**src/rtl/mig_frame_reader.sv**
```systemverilog
// Reads a frame of 128-bit words from MIG port 0 as burst read commands and streams
// the returned words out through a single register stage.
module mig_frame_reader #(
  parameter int unsigned BURST_WORDS = 32,
  parameter int unsigned FIFO_DEPTH  = 64
) (
  input  logic         clk_mif,
  input  logic         rst_n,
  input  logic         ddr_calib_done,
  input  logic         start,
  input  logic [29:0]  base_addr,
  input  logic [19:0]  length_words,
  output logic         busy,
  output logic         done,
  output logic         error,
  output logic         mig_cmd_en,
  output logic [2:0]   mig_cmd_instr,
  output logic [5:0]   mig_cmd_bl,
  output logic [29:0]  mig_cmd_byte_addr,
  input  logic         mig_cmd_full,
  output logic         mig_rd_en,
  input  logic [127:0] mig_rd_data,
  input  logic         mig_rd_empty,
  input  logic         mig_rd_overflow,
  output logic [127:0] out_data,
  output logic         out_valid,
  input  logic         out_ready
);

  localparam int unsigned IW = $clog2(FIFO_DEPTH + 1);

  typedef enum logic [1:0] {StIdle, StCmd, StDrain, StFin} state_e;

  state_e        state_q, state_d;
  logic [29:0]   addr_q, addr_d;
  logic [19:0]   req_left_q, req_left_d;
  logic [19:0]   rcv_left_q, rcv_left_d;
  logic [IW-1:0] inflight_q, inflight_d;
  logic          busy_q, busy_d;
  logic          done_q, done_d;
  logic          error_q, error_d;
  logic          calib_q;
  logic          out_valid_q, out_valid_d;
  logic [127:0]  out_data_q, out_data_d;

  logic [6:0]    burst_n;
  logic          start_ok;
  logic          cmd_fire;
  logic          pop;

  always_comb begin
    burst_n  = (req_left_q < 20'(BURST_WORDS)) ? req_left_q[6:0] : 7'(BURST_WORDS);
    start_ok = (state_q == StIdle) && start && ddr_calib_done;
    // A burst is only issued when the whole burst is guaranteed to fit in the read FIFO.
    cmd_fire = (state_q == StCmd) && !mig_cmd_full &&
               ((32'(inflight_q) + 32'(burst_n)) <= FIFO_DEPTH);
    pop      = !mig_rd_empty && (rcv_left_q != 20'd0) && (!out_valid_q || out_ready);
  end

  always_comb begin
    state_d     = state_q;
    addr_d      = addr_q;
    req_left_d  = req_left_q;
    rcv_left_d  = rcv_left_q;
    out_valid_d = out_valid_q;
    out_data_d  = out_data_q;

    unique case (state_q)
      StIdle: begin
        if (start_ok) begin
          if (length_words != 20'd0) begin
            state_d    = StCmd;
            addr_d     = base_addr & ~30'hF;
            req_left_d = length_words;
            rcv_left_d = length_words;
          end else begin
            state_d = StFin;
          end
        end
      end
      StCmd: begin
        if (cmd_fire) begin
          addr_d     = addr_q + {19'd0, burst_n, 4'h0};
          req_left_d = req_left_q - 20'(burst_n);
          if (req_left_q == 20'(burst_n)) state_d = StDrain;
        end
      end
      StDrain: begin
        if ((rcv_left_q == 20'd0) && (!out_valid_q || out_ready)) state_d = StFin;
      end
      StFin: state_d = StIdle;
      default: state_d = StIdle;
    endcase

    if (pop) begin
      rcv_left_d  = rcv_left_q - 20'd1;
      out_data_d  = mig_rd_data;
      out_valid_d = 1'b1;
    end else if (out_ready) begin
      out_valid_d = 1'b0;
    end

    inflight_d = inflight_q + (cmd_fire ? IW'(burst_n) : IW'(0)) - (pop ? IW'(1) : IW'(0));

    busy_d = (state_d == StCmd) || (state_d == StDrain);
    done_d = (state_d == StFin);

    error_d = error_q;
    if (start_ok) error_d = 1'b0;
    if (mig_rd_overflow || (calib_q && !ddr_calib_done && busy_q)) error_d = 1'b1;
  end

  always_ff @(posedge clk_mif or negedge rst_n) begin
    if (!rst_n) begin
      state_q     <= StIdle;
      addr_q      <= '0;
      req_left_q  <= '0;
      rcv_left_q  <= '0;
      inflight_q  <= '0;
      busy_q      <= 1'b0;
      done_q      <= 1'b0;
      error_q     <= 1'b0;
      calib_q     <= 1'b0;
      out_valid_q <= 1'b0;
      out_data_q  <= '0;
    end else begin
      state_q     <= state_d;
      addr_q      <= addr_d;
      req_left_q  <= req_left_d;
      rcv_left_q  <= rcv_left_d;
      inflight_q  <= inflight_d;
      busy_q      <= busy_d;
      done_q      <= done_d;
      error_q     <= error_d;
      calib_q     <= ddr_calib_done;
      out_valid_q <= out_valid_d;
      out_data_q  <= out_data_d;
    end
  end

  // Command fields are zeroed outside the push cycle so the port is quiet when idle.
  assign mig_cmd_en        = cmd_fire;
  assign mig_cmd_instr     = cmd_fire ? 3'b001 : 3'b000;
  assign mig_cmd_bl        = cmd_fire ? 6'(burst_n - 7'd1) : 6'd0;
  assign mig_cmd_byte_addr = cmd_fire ? addr_q : 30'd0;
  assign mig_rd_en         = pop;

  assign busy      = busy_q;
  assign done      = done_q;
  assign error     = error_q;
  assign out_valid = out_valid_q;
  assign out_data  = out_data_q;

endmodule
```
**config.mk**
```make
export PLATFORM = sky130hd
export DESIGN_NAME = mig_frame_reader
export DESIGN_NICKNAME = d
export VERILOG_FILES = /design/src/rtl/mig_frame_reader.sv
export SDC_FILE = /design/constraint.sdc
export NUM_CORES = 1
export LEC_CHECK = 0
export ABC_CLOCK_PERIOD_IN_PS = 11500
export CORE_ASPECT_RATIO = 0.6
export CORE_MARGIN = 5
export CORE_UTILIZATION = 30
export CTS_CLUSTER_DIAMETER = 40
export CTS_CLUSTER_SIZE = 28
export DETAILED_ROUTE_END_ITERATION = 16
export MAX_ROUTING_LAYER = met4
export PLACE_DENSITY_LB_ADDON = 0.05
export SKIP_CTS_REPAIR_TIMING = 1
export SLEW_MARGIN = 20
export SYNTH_ARGS = -nofsm -noshare
export SYNTH_HDL_FRONTEND = slang
export SYNTH_SLANG_ARGS = --single-unit
```
**constraint.sdc**
```tcl
create_clock -name clk_mif -period 11.5 [get_ports clk_mif]
set_input_delay 3.45 -clock clk_mif [delete_from_list [all_inputs] [get_ports clk_mif]]
set_output_delay 3.45 -clock clk_mif [all_outputs]
set_load 0.02 [all_outputs]
```
[Word level (Yosys, flattened, before mapping)]
Cells that the tools add are included.
Storage, ports and cells
  latch bits: 0
  word-level logic and storage cells: 84
  bits in writable memories: 0
  memory bits (read-only): 0
  memories: 0
  bits in registers: 212
Operators by class
  equality and inequality tests: 10
  reduce and logical (&&, ||, !) cells: 28
  order comparisons: 2
  $add $sub $neg: 7
  shift operators: 0
  bitwise operators: 0
  divide/modulo/power cells: 0
  muxes and demuxes: 26
  $mul: 0
Operator list (number)
  $mux W30: 4
  $mux W20: 5
  $pmux W30 S2: 1
  $pmux W20 S2: 1
  $reduce_bool A20 Y1: 2
  $add A30 B11 Y30: 1
  $eq A20 B7 Y1: 1
  $logic_not A20 Y1: 1
  $lt A20 B6 Y1 const B: 1
  $sub A20 B1 Y20 const B: 1
  $sub A20 B7 Y20: 1
  $mux W7: 2
  $reduce_bool A2 Y1: 6
  $mux W2: 5
  $logic_and A1 B1 Y1: 9
  $add A7 B7 Y8: 1
  $eq A2 B2 Y1 const B: 4
  $le A8 B7 Y1 const B: 1
  $pmux W2 S4: 1
  $add A7 B7 Y7: 1
  $sub A7 B1 Y7: 1
  $mux W1: 6
  $mux W6: 1
  $sub A6 B1 Y6 const B: 1
  8 further kinds: 15

[Depth between registers and ports, before layout]
Gate-level depths: netlist (run 1).
  depth after elaboration: 9
  depth in mapped cells: 27
  mapped depth without buffers: 24

[Least setup slack after synthesis (run 1)]
OpenSTA, ideal clock, no wires.
  kind: input to output
  from: input mig_cmd_full
  to: output mig_cmd_bl[3]
  buffers on the path: 1
  arrival: 5.034 ns
  slack: 3.016 ns
  cell stages on the path: 5
  required time: 8.050 ns
  path through: or3_1 -> nor4_1 -> o32a_1 -> clkbuf_1 -> a21boi_0
On the way
  cells in the longest elaborated chain, start to end: 4
Ends and longest elaborated chain
  from (decl): line 20  | input logic mig_cmd_full,
  $logic_not A1 Y1: line 55  | cmd_fire = (state_q == StCmd) && !mig_cmd_full &&
  $logic_and A1 B1 Y1 (2 in series): line 55
  $mux W6: line 144  | assign mig_cmd_bl = cmd_fire ? 6'(burst_n - 7'd1) : 6'd0;
  to (decl): line 18  | output logic [5:0] mig_cmd_bl,
Every way passes these cells.

[Worst setup path in the final report (run 1)]
  from: input mig_cmd_full
  to: output mig_cmd_byte_addr[23]
On the way
  cells in the longest elaborated chain, start to end: 4
Ends and longest elaborated chain
  $logic_not A1 Y1: line 55
  $logic_and A1 B1 Y1 (2 in series): line 55
  $mux W30: line 145  | assign mig_cmd_byte_addr = cmd_fire ? addr_q : 30'd0;
  to (decl): line 19  | output logic [29:0] mig_cmd_byte_addr,
Every way passes these cells.

==> results.yml, run 1 <==
worst_setup_path:
  worstPathRequired_ns: 8.05
  cpMostUsedCell: "clkdlybuf4s50_1"
  start_kind: "input port"
  max_stage_delay_ns: 0.61
  critPathBufInv: 3
  crit_type: "in2out"
  end_kind: "output port"
  crit_fanout: 29
  worstPathCellList: "clkdlybuf4s50_1 > or3_1 > nor4_1 > o32a_2 > buf_4 > and2_1 > clkdlybuf4s50_1"
  crit_path_top_delay_cell: "o32a_2"
  path_delay_family: "buffers and inverters"
  critPathArrivalTime_ns: 6.27
synthesis:
  synthArstFlopShare: 1.00
  netlist_area_sq_um: 10800
  synthFlopType: "dfrtp_1"
  netlist_instances: 987
  yosys_register_bits: 208
  syn_avg_cell_area_sq_um: 11.0
  seq_area_frac_synth: 0.480
  synth-edff-count: 0
  synth_top_area_share: 0.480
  synth_top_cell_by_area: "dfrtp_1"
  synth.area.top_cells: "dfrtp_1 (48%), mux2_1 (14%), mux2_4 (3.9%), ha_1 (3.7%), nand2_1 (2.7%)"
  ys_warn_count: 0
  synth_cell_types: 65
run_status:
  status: "completed"
sta:
  period_share: 0.846
  fmax_mhz: 103
  rsz0062_at_grt: "false"
  fin_setup_tns_ns: 0
  tightest_slew_ns: 0.932
  fin_skew_ns: 0.0250
  hold_viol_final: 0
  slew_headroom: 0.378
  slew_viol_final: 0
  period_needed_ns: 9.72
  setup_viol: 0
clock_tree:
  insertion_delay_ns: 0.51
  cts_tree: "yes"
  cts_sinks: 208
  cts_root_buf: "clkbuf_16"
  clk_pin_slew_ns: 0.05
  cts_max_path_buffers: 3
  cts_made_buffers: 34
  h-tree-depth: 2
final_layout:
  layout-drive-gt1-share: 0.0810
  areaGrowthSynthToFinish_pct: 46.5
  fin_nets: 1555
  mostFrequentLayoutCells: "clkdlybuf4s50_1 (347), dfrtp_1 (208), mux2_1 (134), nand2_1 (79), inv_1 (45)"
  stdcell_count: 1826
  layout_commonest_cell: "clkdlybuf4s50_1"
run:
  drv_cap: 0
route:
  ant_nets: 0
  routed_wl_microns: 34900
  via_count: 8732
  drtIter0Drc: 523
  drtPass1Iterations: 5
  drc: 0
  viasPerCell: 4.78
  wl_per_cell_microns: 19.1
floorplanning:
  die_h_microns: 157
  core_area_sq_um: 35300
  die_w_microns: 255
  initial_core_util: 0.307
  rows: 53
  ios: 359
  dieArea_sq_um: 40200
grt:
  grt-ovfl-total: 0
  antenna_found_initial: 1
  gr-usage-all-layers: 0.174
  grt_max_degree: 96
  grt_pass1_vias: 8818
  grt_pass1_wl_microns: 53500
power:
  irDropWorstVdd_mv: 0.0804
  leakagePower_nw: 6.50
  powerDensity_nw_per_um2: 205
placed_design:
  gp_congestion: 0.798
  place_inst: 1765
  dp_hpwl_microns: 25300
  io_buffer_count: 348
hold_path:
  hold_class: "reg2reg"
==> cell type report <==
| class | instances | area, sq um |
|---|---|---|
| Timing Repair Buffer | 357 | 3560 |
| Inverter | 49 | 189 |
| Clock buffer | 43 | 956 |
| Antenna cell | 1 | 2.50 |
| Sequential cell | 208 | 5200 |
| Clock inverter | 17 | 188 |
| Tap cell | 467 | 584 |
| Multi-Input combinational cell | 684 | 5210 |
| Fill cell | 3341 | 19500 |
==> final timing paths <==
| kind | from | slack, ns | cells after the start | endpoint |
|---|---|---|---|---|
| max reg2reg | req_left_q[16] | 4.99 | 23 | inflight_q[6] |
| min reg2reg | out_data[27] | 0.48 | 1 | out_data[27] |
| min | out_data[27] | 0.48 | 1 | out_data[27] |
| min in group asynchronous | rst_n | 2.99 | 1 | out_data[3] |
| max in group asynchronous | rst_n | 7.08 | 2 | addr_q[23] |
| max | mig_cmd_full | 1.78 | 7 | mig_cmd_byte_addr[23] |
==> Yosys cell counts, types with 17 or more instances <==
master / count
o21ai_0: 44
a21oi_1: 42
buf_2: 23
clkbuf_1: 19
nand3_1: 17
xnor2_1: 33
nor2_1: 44
mux2_4: 28
ha_1: 32
mux2_1: 134
dfrtp_1: 208
inv_1: 45
nor3_1: 31
nand2_1: 79
and2_1: 33
==> routing by layer <==
| layer | global-route usage | wire length, microns | part of all wire | vias up |
|---|---|---|---|---|
| li1 | - | - | - | 4191 |
| met1 | 0.241 | 16900 | 0.48 | 4260 |
| met2 | 0.253 | 15100 | 0.43 | 240 |
| met3 | 0.0503 | 2350 | 0.067 | 41 |
| met4 | 0.0383 | 584 | 0.017 | 0 |
| met5 | - | 0 | 0 | - |
==> sequential cells by signal, indices dropped and copies added (netlist names) <==
| name | cells |
|---|---|
| inflight_q | 7 |
| calib_q | 1 |
| done | 1 |
| addr_q | 26 |
| req_left_q | 20 |
| rcv_left_q | 20 |
| out_data | 128 |
| error | 1 |
| out_valid | 1 |
| busy | 1 |
| state_q | 2 |
==> per-stage QoR <==
stage | area, sq um | hold slack [ns] | power [mW] | util | setup WS, ns
finish | 15900 | 0.481 | 3.26 | 0.450 | 1.78
global route | 15900 | 0.495 | 3.48 | 0.450 | 1.16
CTS | 15900 | 0.485 | 3.31 | 0.449 | 1.72
detailed placement | 14700 | 0.474 | 2.24 | 0.417 | 1.82
global placement | 14700 | 0.466 | 2.23 | 0.417 | 1.85
floorplan | 10900 | 0.450 | 1.80 | - | 3.02
==> logic make-up (layout without fill, tap and decap cells) <==
logic type | after synthesis | count (layout) | share of synthesized area
AOI/OAI and AO/OA | 170 | 170 | 0.0984
xor gates and xnor gates | 37 | 37 | 0.0299
adders and majority gates | 35 | 35 | 0.0425
buffers and inverters | 102 | 466 | 0.0431
DFF | 208 | 208 | 0.480
muxes | 165 | 165 | 0.181
other | 2 | 10 | 0.000692
and+or+nand+nor | 268 | 268 | 0.125
==> report_power, final <==
| part | internal, mW | total, mW | switching, mW |
|---|---|---|---|
| Combinational | 0.585 | 1.14 | 0.556 |
| Sequential | 0.908 | 1.08 | 0.173 |
| Clock | 0.658 | 1.04 | 0.379 |
| Total | 2.15 | 3.26 | 1.11 |
Note: power is estimated with default switching activity, not from simulation.
==> run 2: changes to the inputs <==
--- a/config.mk
+++ b/config.mk
@@ -5,7 +5,7 @@
 export SDC_FILE = /design/constraint.sdc
 export NUM_CORES = 1
 export LEC_CHECK = 0
-export ABC_CLOCK_PERIOD_IN_PS = 11500
+export ABC_CLOCK_PERIOD_IN_PS = 10090
 export CORE_ASPECT_RATIO = 0.6
 export CORE_MARGIN = 5
 export CORE_UTILIZATION = 30
==> constraint.sdc (replaced) <==
create_clock -name clk_mif -period 10.09 [get_ports clk_mif]
set_input_delay 3.027 -clock clk_mif [delete_from_list [all_inputs] [get_ports clk_mif]]
set_output_delay 3.027 -clock clk_mif [all_outputs]
set_load 0.02 [all_outputs]
==> results.yml, run 2 (same netlist as run 1, synthesis figures left out) <==
run_status:
  status: "completed"
worst_setup_path:
  worstPathRequired_ns: 7.06
  start_kind: "flop"
  crit_fanout: 43
  end_kind: "output port"
  crit_type: "reg2out"
  critPathArrivalTime_ns: 6.22
route:
  via_count: 8730
  viasPerCell: 4.79
  drtIter0Drc: 495
  ant_nets: 0
  routed_wl_microns: 34500
  wl_per_cell_microns: 18.9
  drtPass1Iterations: 5
  drc: 0
placed_design:
  dp_hpwl_microns: 25100
  io_buffer_count: 348
  gp_congestion: 0.788
  place_inst: 1765
floorplanning:
  core_area_sq_um: 35300
  ios: 359
  rows: 53
  initial_core_util: 0.307
  die_h_microns: 157
  dieArea_sq_um: 40200
  die_w_microns: 255
grt:
  gr-usage-all-layers: 0.172
  grt_max_degree: 73
  antenna_found_initial: 2
  grt-ovfl-total: 0
  grt_pass1_vias: 8887
  grt_pass1_wl_microns: 53400
sta:
  slew_headroom: 0.272
  rsz0062_at_grt: "false"
  slew_viol_final: 0
  fin_skew_ns: 0.0146
  fin_setup_tns_ns: 0
  setup_viol: 0
  hold_ws_ns: 0.481
  fmax_mhz: 108
  period_needed_ns: 9.24
  hold_viol_final: 0
  tightest_slew_ns: 1.09
  period_share: 0.916
final_layout:
  fin_nets: 1552
  layout_commonest_cell: "clkdlybuf4s50_1"
  largest_reg_flops: 128
  areaGrowthSynthToFinish_pct: 46.4
  layout-drive-gt1-share: 0.0782
  mostFrequentLayoutCells: "clkdlybuf4s50_1 (347), dfrtp_1 (208), mux2_1 (134), nand2_1 (79), inv_1 (45)"
  stdcell_count: 1824
clock_tree:
  cts_max_path_buffers: 3
  clk_pin_slew_ns: 0.05
  insertion_delay_ns: 0.56
  cts_made_buffers: 31
  h-tree-depth: 1
  cts_tree: "yes"
  cts_root_buf: "clkbuf_16"
  cts_sinks: 208
power:
  leakagePower_nw: 6.50
  irDropWorstVdd_mv: 0.131
  powerDensity_nw_per_um2: 234
hold_path:
  hold_class: "reg2reg"
run:
  drv_cap: 0
## run 2: final timing paths
kind	from	to	slack, ns	cells after the start
max in group asynchronous	rst_n	out_data[66]	6.22	2
setup / recovery	req_left_q[16]	mig_cmd_bl[5]	0.85	13
hold / removal	out_data[66]	out_data[66]	0.48	1
setup reg to reg	req_left_q[16]	inflight_q[6]	3.18	24
min in group asynchronous	rst_n	out_data[3]	2.44	1
hold reg to reg	out_data[66]	out_data[66]	0.48	1
## run 2: area by class of cell
class | instances | area, sq um
tap | 467 | 584
multi-input combinational | 684 | 5200
clock inverter | 18 | 278
inverter | 49 | 189
antenna | 2 | 5.00
timing repair buffer | 357 | 3560
sequential | 208 | 5200
clock buffer | 39 | 856
fill | 3302 | 19500
## run 2: stage by stage
step                       util  total power [mW]  area (sq um)  worst slack [ns]
final                     0.449              3.71         15900             0.847
after global routing      0.449              3.96         15900             0.174
after CTS                 0.449              3.77         15900             0.690
after detailed placement  0.417              2.55         14700              1.28
after global placement    0.417              2.54         14700              1.34
after floorplan               -              2.05         10900              2.45
## run 2: power breakdown
| group | internal (mW) | switching [mW] | total [mW] |
|---|---|---|---|
| sequential | 1.03 | 0.194 | 1.23 |
| combinational | 0.667 | 0.638 | 1.31 |
| clock | 0.758 | 0.423 | 1.18 |
| total | 2.46 | 1.26 | 3.71 |
## run 2: critical path, stage by stage, from the launching register on
cell	delay (ns)
dfrtp_1	0.42
nor4_1	0.60
nand3_1	0.39
nor4_4	0.59
inv_2	0.24
nor2_1	0.39
ha_1	0.27
fa_1	0.43
nor3_1	0.21
o221ai_1	0.17
nor4_1	0.29
o32a_2	0.69
and3_1	0.27
clkdlybuf4s50_1	0.67
## run 2: metal layers
metal  GRT usage  routed length (microns)
met1       0.237                    16500
met2       0.257                    15200
met3      0.0495                     2310
met4      0.0300                      569
met5           -                        0
==> run 3: changes to the inputs <==
--- a/config.mk
+++ b/config.mk
@@ -8,7 +8,7 @@
 export ABC_CLOCK_PERIOD_IN_PS = 10090
 export CORE_ASPECT_RATIO = 0.6
 export CORE_MARGIN = 5
-export CORE_UTILIZATION = 30
+export CORE_UTILIZATION = 47
 export CTS_CLUSTER_DIAMETER = 40
 export CTS_CLUSTER_SIZE = 28
 export DETAILED_ROUTE_END_ITERATION = 16
==> results.yml, run 3 (same netlist as run 1, synthesis figures left out) <==
final_layout:
  fin_nets: 1550
  regArea_sq_um: 5200
  mostFrequentLayoutCells: "clkdlybuf4s50_1 (347), dfrtp_1 (208), mux2_1 (134), nand2_1 (79), inv_1 (45)"
  multi_input_area_sq_um: 5200
  layout_commonest_cell: "clkdlybuf4s50_1"
  final_area_sq_um: 15500
  largest_reg_flops: 128
  areaGrowthSynthToFinish_pct: 43.3
  layout-drive-gt1-share: 0.0764
  n_fill_cell: 1806
grt:
  antenna_found_initial: 3
  grt_use_met2: 0.351
  grt-ovfl-total: 0
  gr-usage-all-layers: 0.239
  grt_max_degree: 85
  grt.met3_usage: 0.0703
  grt_pass1_wl_microns: 48700
  grt_util_met1: 0.336
  grt_busiest_layer: "met2"
  grt_pass1_vias: 8743
sta:
  fin_skew_ns: 0.0116
  period_share: 0.891
  hold_viol_final: 0
  slew_headroom: 0.281
  slew_viol_final: 0
  tightest_slew_ns: 1.07
  fin_setup_tns_ns: 0
  setup_viol: 0
  period_needed_ns: 8.99
  fmax_mhz: 111
  rsz0062_at_grt: "false"
placed_design:
  dp_hpwl_microns: 23200
  gp_congestion: 0.848
  place_area_sq_um: 14600
  io_buffer_count: 348
route:
  routed_wl_microns: 31000
  wl_per_cell_microns: 18.6
  viasPerCell: 5.24
  ant_nets: 0
  drtPass1Iterations: 5
  via_count: 8743
  drc: 0
  drtIter0Drc: 546
clock_tree:
  cts_sinks: 208
  cts_max_path_buffers: 3
  cts_made_buffers: 28
  cts_tree: "yes"
  insertion_delay_ns: 0.53
  clk_pin_slew_ns: 0.06
  cts_root_buf: "clkbuf_16"
  h-tree-depth: 1
worst_setup_path:
  crit_path_top_delay_cell: "o32a_2"
  crit_start: "req_left_q[10]"
  crit_fanout: 46
  max_stage_delay_ns: 0.74
  worstPathCellList: "nor4_1 > nand3_1 > nor4_4 > buf_4 > inv_2 > nor2_1 > ha_1 > fa_1 > nor3_1 > o221ai_1 > nor4_1 > o32a_2 > a21boi_0 > clkdlybuf4s50_1"
  start_kind: "flop"
  worstPathRequired_ns: 7.06
  crit_type: "reg2out"
  critPathArrivalTime_ns: 5.96
  path_delay_family: "simple AND/OR/NAND/NOR gates"
  end_kind: "output port"
  r2r_start: "req_left_q[10]"
  critPathBufInv: 3
  cpMostUsedCell: "nor4_1"
floorplanning:
  die_h_microns: 128
  rows: 43
  initial_core_util: 0.473
  core_area_sq_um: 22900
  die_w_microns: 206
  dieArea_sq_um: 26300
  ios: 359
power:
  leakagePower_nw: 6.43
  irDropWorstVdd_mv: 0.156
  powerDensity_nw_per_um2: 228
  finalPower_mw: 3.54
hold_path:
  min-delay-start: "out_data[4]"
  hold_class: "reg2reg"
run_status:
  status: "completed"
run:
  drv_cap: 0
## run 3: power breakdown
part	internal, mW	total (mW)	switching (mW)
clock network	0.635	1.03	0.392
registers	1.03	1.22	0.184
logic	0.668	1.30	0.628
total	2.34	3.54	1.20
## run 3: layer usage
| layer | wire length [microns] | vias to the layer above |
|---|---|---|
| li1 | - | 4182 |
| met1 | 14300 | 4195 |
| met2 | 13300 | 328 |
| met3 | 2910 | 38 |
| met4 | 498 | 0 |
| met5 | 0 | - |
## run 3: final cells by class
type / instances / area share
Antenna cell: 3 / 0.000483
Multi-Input combinational cell: 684 / 0.335
Tap cell: 315 / 0.0254
Clock inverter: 20 / 0.0164
Clock buffer: 30 / 0.0468
Timing Repair Buffer: 358 / 0.229
Sequential cell: 208 / 0.335
Inverter: 49 / 0.0122
## run 3: worst paths after layout
| path | to | slack (ns) | cells past startpoint |
|---|---|---|---|
| setup / recovery | mig_cmd_bl[3] | 1.10 | 14 |
| hold / removal | out_data[4] | 0.48 | 1 |
| setup reg to reg | inflight_q[6] | 3.68 | 24 |
| hold reg to reg | out_data[4] | 0.48 | 1 |
| max in group asynchronous | addr_q[20] | 6.18 | 2 |
| min in group asynchronous | out_data[4] | 2.51 | 1 |
## run 3: worst register-to-register path, stage by stage (launching register included)
cell      delay [ns]
dfrtp_1         0.46
nor4_1          0.54
nand3_1         0.39
nor4_4          0.26
buf_4           0.22
inv_2           0.12
nor2_1          0.32
ha_1            0.26
fa_1            0.42
nor3_1          0.23
o221ai_1        0.20
nor4_1          0.29
o32a_2          0.74
nand2_1         0.15
ha_1            0.31
inv_1           0.06
ha_1            0.16
inv_1           0.06
fa_1            0.40
inv_1           0.07
a21o_1          0.12
a21oi_1         0.11
o21bai_1        0.19
a21oi_1         0.11
xnor2_1         0.13
## run 3: stage by stage
| stage | hold slack, ns | util | worst slack, ns | cells |
|---|---|---|---|---|
| 2_1_floorplan | 0.450 | - | 2.45 | 994 |
| 3_3_place_gp | 0.465 | 0.635 | 1.31 | 1614 |
| 3_5_place_dp | 0.474 | 0.635 | 1.27 | 1614 |
| 4_1_cts | 0.486 | 0.678 | 1.18 | 1664 |
| 5_1_grt | 0.490 | 0.678 | 0.671 | 1667 |
| 6_report | 0.478 | 0.678 | 1.10 | 1667 |
